[config.mk]
export PLATFORM = sky130hd
export DESIGN_NAME = instr_fetch_flat
export DESIGN_NICKNAME = d
export VERILOG_FILES = /design/src/rtl/ifetch_pkg.sv /design/src/rtl/instr_fetch_if.sv /design/src/rtl/ifetch_queue.sv /design/src/rtl/instr_fetch.sv /design/src/flat_wrapper.sv
export SDC_FILE = /design/constraint.sdc
export NUM_CORES = 1
export LEC_CHECK = 0
export ABC_AREA = 0
export CORE_UTILIZATION = 54
export DETAILED_ROUTE_END_ITERATION = 16
export PLACE_DENSITY = 0.85
export SLEW_MARGIN = 20
export SYNTH_ARGS = -nofsm -noshare
export SYNTH_HDL_FRONTEND = slang
export SYNTH_HIERARCHICAL = 1
export SYNTH_SLANG_ARGS = --single-unit
[constraint.sdc]
create_clock -name clk -period 5.9 [get_ports clk]
set_input_delay 1.18 -clock clk [delete_from_list [all_inputs] [get_ports clk]]
set_output_delay 1.18 -clock clk [all_outputs]
set_load 0.1 [all_outputs]
[src/rtl/ifetch_pkg.sv]
// ifetch_pkg: shared types and queue depth for the instruction fetch unit.
// Define IFETCH_PREFETCH_EN for a two-entry queue; default is one entry.
package ifetch_pkg;

`ifdef IFETCH_PREFETCH_EN
    localparam int FETCH_DEPTH = 2;
`else
    localparam int FETCH_DEPTH = 1;
`endif

    localparam int CNT_W = $clog2(FETCH_DEPTH + 1);

    typedef logic [CNT_W-1:0] cnt_t;

    localparam cnt_t DEPTH_C = cnt_t'(FETCH_DEPTH);

    typedef enum logic [1:0] {
        S_HI  = 2'd0,
        S_LO  = 2'd1,
        S_CAP = 2'd2
    } state_t;

    typedef struct packed {
        logic [7:0] hi;
        logic [7:0] lo;
        logic [7:0] pc;
    } entry_t;

endpackage

[src/rtl/instr_fetch_if.sv]
// instr_fetch_if: ROM bus, redirect request and instruction handshake.
// master = fetch unit, slave = ROM/CPU side.
interface instr_fetch_if;
    logic [7:0] rom_addr;
    logic       rom_rd;
    logic [7:0] rom_data;
    logic       redirect;
    logic [7:0] redirect_addr;
    logic [7:0] opcode1;
    logic [7:0] opcode2;
    logic [7:0] instr_pc;
    logic       instr_valid;
    logic       instr_ready;

    modport master (
        output rom_addr, rom_rd,
        output opcode1, opcode2, instr_pc, instr_valid,
        input  rom_data, redirect, redirect_addr, instr_ready
    );

    modport slave (
        input  rom_addr, rom_rd,
        input  opcode1, opcode2, instr_pc, instr_valid,
        output rom_data, redirect, redirect_addr, instr_ready
    );
endinterface

[src/rtl/ifetch_queue.sv]
// ifetch_queue: shift-style FIFO of fetched instructions, head at slot 0.
// Empty slots are held at zero so the head reads 00 when nothing is valid.
module ifetch_queue
    import ifetch_pkg::*;
(
    input  logic   clk,
    input  logic   reset,
    input  logic   push,
    input  logic   pop,
    input  logic   flush,
    input  entry_t din,
    output cnt_t   count,
    output entry_t head,
    output logic   valid
);

    entry_t mem [FETCH_DEPTH];
    cnt_t   count_n;
    cnt_t   wr_idx;

    // Occupancy after this cycle's push/pop; write slot accounts for the pop shift.
    always_comb begin
        count_n = count;
        if (push && !pop) begin
            count_n = count + cnt_t'(1);
        end else if (pop && !push) begin
            count_n = count - cnt_t'(1);
        end
        wr_idx = pop ? count - cnt_t'(1) : count;
    end

    // Storage update: clear on reset/flush, otherwise shift on pop and write on push.
    always_ff @(posedge clk) begin
        if (reset || flush) begin
            for (int i = 0; i < FETCH_DEPTH; i++) begin
                mem[i] <= '0;
            end
            count <= '0;
            valid <= 1'b0;
        end else begin
            if (pop) begin
                for (int i = 0; i < FETCH_DEPTH - 1; i++) begin
                    mem[i] <= mem[i+1];
                end
                mem[FETCH_DEPTH-1] <= '0;
            end
            for (int i = 0; i < FETCH_DEPTH; i++) begin
                if (push && wr_idx == cnt_t'(i)) begin
                    mem[i] <= din;
                end
            end
            count <= count_n;
            valid <= (count_n != '0);
        end
    end

    assign head = mem[0];

endmodule

[src/rtl/instr_fetch.sv]
// instr_fetch: two-byte instruction fetch from an 8-bit ROM into a small queue.
// Queue depth is 1, or 2 when IFETCH_PREFETCH_EN is defined.
module instr_fetch
    import ifetch_pkg::*;
(
    input  logic         clk,
    input  logic         reset,
    instr_fetch_if.master bus
);

    state_t     state;
    logic [7:0] fpc;
    logic [7:0] hi_q;
    logic [7:0] rd_addr;
    logic       rd_want;
    logic       push;
    logic       pop;
    logic       valid;
    logic       room_now;
    logic       room_next;
    cnt_t       count;
    cnt_t       count_after;
    entry_t     head;
    entry_t     push_entry;

    assign pop  = valid & bus.instr_ready;
    assign push = (state == S_CAP) & ~bus.redirect;

    assign push_entry = '{hi: hi_q, lo: bus.rom_data, pc: fpc};

    // Queue occupancy once this cycle's push and pop have both landed.
    always_comb begin
        count_after = count;
        if (push && !pop) begin
            count_after = count + cnt_t'(1);
        end else if (pop && !push) begin
            count_after = count - cnt_t'(1);
        end
    end

    assign room_now  = (count < DEPTH_C);
    assign room_next = (count_after < DEPTH_C);

    // ROM request for the current state; issued in the same cycle so data
    // is ready for capture on the next one.
    always_comb begin
        rd_want = 1'b0;
        rd_addr = fpc;
        unique case (state)
            S_HI: begin
                rd_want = room_now;
                rd_addr = fpc;
            end
            S_LO: begin
                rd_want = 1'b1;
                rd_addr = fpc + 8'd1;
            end
            S_CAP: begin
                rd_want = room_next;
                rd_addr = fpc + 8'd2;
            end
            default: begin
                rd_want = 1'b0;
                rd_addr = fpc;
            end
        endcase
    end

    // Reset and redirect cancel any read in their cycle.
    assign bus.rom_rd   = rd_want & ~reset & ~bus.redirect;
    assign bus.rom_addr = reset ? 8'h00 : rd_addr;

    // Fetch sequencer: hi byte, lo byte, push; redirect restarts at target.
    always_ff @(posedge clk) begin
        if (reset) begin
            state <= S_HI;
            fpc   <= 8'h00;
            hi_q  <= 8'h00;
        end else if (bus.redirect) begin
            state <= S_HI;
            fpc   <= bus.redirect_addr;
        end else begin
            unique case (state)
                S_HI: begin
                    if (room_now) begin
                        state <= S_LO;
                    end
                end
                S_LO: begin
                    hi_q  <= bus.rom_data;
                    state <= S_CAP;
                end
                S_CAP: begin
                    fpc   <= fpc + 8'd2;
                    state <= room_next ? S_LO : S_HI;
                end
                default: begin
                    state <= S_HI;
                end
            endcase
        end
    end

    ifetch_queue u_queue (
        .clk   (clk),
        .reset (reset),
        .push  (push),
        .pop   (pop),
        .flush (bus.redirect),
        .din   (push_entry),
        .count (count),
        .head  (head),
        .valid (valid)
    );

    assign bus.opcode1     = head.hi;
    assign bus.opcode2     = head.lo;
    assign bus.instr_pc    = head.pc;
    assign bus.instr_valid = valid;

endmodule

[src/flat_wrapper.sv]
// flat-port wrapper written by rule: the top's interface ports become plain ports
module instr_fetch_flat import ifetch_pkg::*;
  (clk, reset, bus_rom_addr, bus_rom_rd, bus_opcode1, bus_opcode2, bus_instr_pc, bus_instr_valid, bus_rom_data, bus_redirect, bus_redirect_addr, bus_instr_ready);
  instr_fetch_if bus_i ();
  input  logic clk;
  input  logic reset;
  output wire logic [$bits(bus_i.rom_addr)-1:0] bus_rom_addr;
  output wire logic [$bits(bus_i.rom_rd)-1:0] bus_rom_rd;
  output wire logic [$bits(bus_i.opcode1)-1:0] bus_opcode1;
  output wire logic [$bits(bus_i.opcode2)-1:0] bus_opcode2;
  output wire logic [$bits(bus_i.instr_pc)-1:0] bus_instr_pc;
  output wire logic [$bits(bus_i.instr_valid)-1:0] bus_instr_valid;
  input wire logic [$bits(bus_i.rom_data)-1:0] bus_rom_data;
  input wire logic [$bits(bus_i.redirect)-1:0] bus_redirect;
  input wire logic [$bits(bus_i.redirect_addr)-1:0] bus_redirect_addr;
  input wire logic [$bits(bus_i.instr_ready)-1:0] bus_instr_ready;
  assign bus_rom_addr = bus_i.rom_addr;
  assign bus_rom_rd = bus_i.rom_rd;
  assign bus_opcode1 = bus_i.opcode1;
  assign bus_opcode2 = bus_i.opcode2;
  assign bus_instr_pc = bus_i.instr_pc;
  assign bus_instr_valid = bus_i.instr_valid;
  assign bus_i.rom_data = bus_rom_data;
  assign bus_i.redirect = bus_redirect;
  assign bus_i.redirect_addr = bus_redirect_addr;
  assign bus_i.instr_ready = bus_instr_ready;
  instr_fetch u_core (.clk(clk), .reset(reset), .bus(bus_i));
endmodule
==> reports/metrics.yaml <==
root_buffer: "clkbuf_8"
layout-drive-gt1-share_pct: 6.552
synth_nets: 278
critPathSlowestCell: "clkdlybuf4s50_1"
ys_seq_elements: 43
grt_usage_pct: 23.28
synth-edff-count: 24
synth_top_family_by_area: "simple AND/OR/NAND/NOR gates"
initial_core_util_pct: 57.47
design.die.area_um2: 4617
crit_fanout: 19
die_h_um: 67.95
avgSynthCellArea_um2: 9.357
ant_nets: 0
worstSetupPathType: "reg2out"
synthToLayoutAreaGrowth_pct: 24.35
overflow: 0
nets: 316
synth_mux_area_share_pct: 4.688
critPathRequiredTime_ns: 4.72
slew_headroom_pct: 28.34
htreeDepth: 2
design.core.area_um2: 4086
fin_util_pct: 71.46
p_int_uw: 457.3
rsz0062_at_grt: "false"
async_flop_share_pct: 0
whs_ns: 0.5026
hold_buffers: 0
die_w_um: 67.95
fmax_mhz: 230.8
clk_pin_slew_ns: 0.08
dr.first_iter.drc_count: 194
synth_simple_gate_area_share_pct: 23.02
clock_sinks: 43
drcViolationCount: 0
report.power.total_uw: 685.2
wl_um: 4951
irDropWorstVdd_mv: 0.1299
final_cells: 340
switching_share_pct: 33.26
multi_input_area_um2: 1094
numPortBuffers: 53
grt_pass1_vias: 1800
postCtsSetupRepairBufs: 0
synthFlopType: "edfxtp_1"
slew_violations: 0
first_pass_iters: 5
cts_tree: "built"
ys_top_cells_by_area: "edfxtp_1 31%, dfxtp_1 16%, nor4_1 6.4%"
synth-adder-area-share_pct: 3.729
vias: 1994
clk_path_buf_depth: 2
worst_skew_pair.late_latency_ns: 0.28
path_cells: "inv_1 > ha_1 > o21a_1 > a31oi_1 > a2111oi_1 > clkdlybuf4s50_1"
num_antenna_cells: 0
syn_inst: 251
p_comb_share_pct: 24.5
grt_pass1_wl_um: 8073
hpwl_um: 3459
status: "completed"
p_leak_uw: 0.0009901
period_minus_slack_ns: 4.333
n_fill_cell: 310
antenna_found_initial: 0
cts_inserted_buffers: 5
grt_max_degree: 37
yosysTopAreaCellShare_pct: 30.69
startpoint_type: "flop"
powerDensity_nw_per_um2: 234.6
dp_cells: 332
hold_class: "reg2reg"
synth_area_leader_cell: "edfxtp_1"
cp_slowest_stage_delay_ns: 1.20
rows: 23
syn_area_um2: 2349
wl_per_cell_um: 14.56
synth_cell_types: 43
setup_viol: 0
p_seq_share_pct: 50.0
p_switching_uw: 227.9
yosysWarnings: 6
synth_compound_area_share_pct: 11.99
finalHoldViolCount: 0
cp.arrival_ns: 3.15
drv_cap: 0
skew_ns: 0.003400
end_kind: "output port"
power_frac_clock_pct: 25.6
cts_resized: 0
seq_area_um2: 1101
place_congestion: 0.9234
tightestPinTransition_ns: 1.074
ys_seq_area_share_pct: 46.88
io_pins: 54
synth_xor_area_share_pct: 2.557
finalSetupTns_ns: 0
final.period_utilization_pct: 73.44
via_per_inst: 5.865
metal layers:
metal | GRT usage (%) | part of all wire (%)
met5 | 0 | 0
met4 | 8.594 | 1.2
met3 | 4.333 | 5.7
met2 | 40.44 | 49
met1 | 28.44 | 44
sequential cells by signal (all words and copies together) (netlist names):
name / flops
u_core/u_queue/mem: 24
u_core/fpc: 8
u_core/hi_q: 8
u_core/state: 2
u_core/u_queue/valid: 1
cell usage in the layout (no fill, tap or decap), types with 7 or more instances in the layout:
| master | netlist | routed |
|---|---|---|
| mux2i_1 | 11 | 11 |
| edfxtp_1 | 24 | 24 |
| clkdlybuf4s50_1 | 0 | 49 |
| inv_1 | 10 | 10 |
| ha_1 | 7 | 7 |
| nor4_1 | 24 | 24 |
| dfxtp_1 | 19 | 19 |
| nor2_1 | 21 | 21 |
| a21oi_1 | 11 | 11 |
| nand2_1 | 36 | 36 |
final timing paths:
check                                from                                     end  slack, ns  cells past startpoint
max reg2reg  u_core/state[0]$_SDFFE_PP0P_  u_core/u_queue/mem[0][5]$_SDFFCE_PN0P_       3.26                      7
min           u_core/hi_q[4]$_SDFFE_PP0P_             u_core/hi_q[4]$_SDFFE_PP0P_       0.50                      2
min reg2reg   u_core/hi_q[4]$_SDFFE_PP0P_             u_core/hi_q[4]$_SDFFE_PP0P_       0.50                      2
max          u_core/state[0]$_SDFFE_PP0P_                         bus_rom_addr[7]       1.57                      6
cell type report:
cell class,instances,area share [%]
Timing Repair Buffer,56,18.51
Inverter,10,1.285
Clock buffer,6,2.485
Tap cell,50,2.142
Multi-Input combinational cell,173,37.45
Clock inverter,2,0.4284
Sequential cell,43,37.70
power by group through the flow:
stage               logic [µW]  registers (µW)  clock network [µW]
finish                     168             342                 175
global route               177             344                 191
CTS                        167             342                 180
detailed placement         167             349                   0
global placement           165             349                   0
floorplan                 72.8             401                   0
through the flow:
step | setup WS, ns | cell area [µm²]
final | 1.567 | 2920
after global routing | 1.373 | 2920
after CTS | 1.557 | 2913
after detailed placement | 1.722 | 2828
after global placement | 1.733 | 2828
after floorplan | -0.2303 | 2351
cell usage after synthesis (7+ instances only):
| master | count |
|---|---|
| a21oi_1 | 11 |
| buf_2 | 11 |
| clkbuf_1 | 10 |
| dfxtp_1 | 19 |
| edfxtp_1 | 24 |
| ha_1 | 7 |
| inv_1 | 10 |
| mux2i_1 | 11 |
| nand2_1 | 36 |
| nor2_1 | 21 |
| nor4_1 | 24 |
| o21ai_0 | 7 |
critical path, delay by kind of cell, from the launching register on:
kind	cells	cell delay [ns]
buffers and inverters	2	1.29
AOI/OAI and AO/OA	3	0.70
adders and majority gates	1	0.54
DFF	1	0.35
logic make-up (layout without fill, tap and decap cells):
group | after synthesis | in the layout
AOI/OAI and AO/OA | 42 | 42
xor gates and xnor gates | 6 | 6
adders and majority gates | 7 | 7
buffers and inverters | 35 | 74
DFF | 43 | 43
muxes | 11 | 11
and+or+nand+nor | 107 | 107
(Power assumes the default switching activity.)
==> variant (same flow settings) <==
Build with the macro `IFETCH_PREFETCH_EN` defined.
--- a/src/rtl/ifetch_pkg.sv
+++ b/src/rtl/ifetch_pkg.sv
@@ -2,2 +2,4 @@
 // Define IFETCH_PREFETCH_EN for a two-entry queue; default is one entry.
+`define IFETCH_PREFETCH_EN
+
 package ifetch_pkg;
Formal check against the unedited RTL: not equivalent (a bounded check fails within 4 cycles, from zero or initial values and one cycle with reset high).
==> variant against the unedited design <==
  * The run now ends with DRC left
  * Setup slack better by 2.5 ps
  * Total power grew 60%
  * Highest routed layer unchanged
  * Global-route usage fell by 2.6 points
  * Non-clock buffer count did not move
  * Critical endpoint is now bus_rom_rd
  * Routed wire length rose by 37%
  * Sequential cell count grew 26
  * Design area increased by 45%
  * Hold slack better by 20 ps
  * Synthesized area grew 58%
  * Die area is 56% higher
==> variant: results (changes against the unedited design) <==
stage	metric	value	unit	change
outcome	status	finished with violations		
outcome	failing checks	DRC		
global_routing	met2 Usage GRT	0.3489		-0.05556
clock_tree	Worst-Skew Late Latency	340	ps	+60 ps
power	Sw Ratio	0.2922		-0.04039
worst_hold_path	Hold EP	u_core/hi_q[2]		
route	metal3 WL	232	µm	-18%
global_routing	total track usage	0.2071		-0.02578
power	leak pwr	0.001735	µW	+75%
place	hpwl dp	4689	µm	+36%
route	TritonRoute pass-1 iters	10		+5
place	gp weighted congestion	0.8554		-7.4%
place	Placed Cells incl. Taps	445		+34%
worst_hold_path	Hold Startpoint	u_core/hi_q[2]		
global_routing	vias in the first global route	2393		+33%
finish	area of the multi-input gates	1436	µm²	+31%
yosys	Commonest cells post-synth	48 x edfxtp_1, 40 x mux2i_1, 36 x nand2_1, 29 x inv_1, 26 x and2_1		
route	DRC	3		+3
finish	biggest regs	u_core/u_queue/mem x48, u_core/fpc x8, u_core/hi_q x8		
timing	fmax	0.2309	GHz	about the same
route	Via density	5.488		-6.4%
route	final WL	6806	µm	+37%
timing	headroom to the max-slew limit	0.3303		+0.04688
setup_path	slowest cell delay on critical path	780	ps	-420 ps
clock_tree	Num CTS Buffers	9		+4
timing	Worst Skew	8.806	ps	+5.406 ps
setup_path	Reg2Reg Setup Slack	2770	ps	-490 ps
route	initial drt markers	144		-26%
setup_path	CP max FO	14		-5
yosys	Yosys cell types	50		+16%
place	dpl cell area	4043	µm²	+43%
[variant: layout make-up]
cell class | count | share of cell area
clock buffer | 9 | 0.02919
clock inverter | 7 | 0.01740
inverter | 32 | 0.02831
multi-input combinational | 211 | 0.3385
sequential | 69 | 0.4388
tap | 77 | 0.02271
timing repair buffer | 56 | 0.1250
[variant: worst register-to-register path, cell delays in order (launching register included)]
cell and delay (ps):
dfxtp_1 360, inv_1 90, ha_1 490, inv_2 160
nor2_1 420, nand4b_1 140, buf_4 290, nand2_1 780
[variant: logic make-up (layout without fill, tap and decap cells)]
group | Yosys count | after routing | share of synthesized area
AND/OR/NAND/NOR | 119 | 119 | 0.1680
buffers and inverters | 73 | 104 | 0.1116
flip-flops | 69 | 69 | 0.5019
multiplexers | 40 | 40 | 0.1079
AO/OA/AOI/OAI | 39 | 39 | 0.07184
XOR/XNOR | 7 | 7 | 0.01855
adder cells (fa/ha/maj) | 6 | 6 | 0.02024
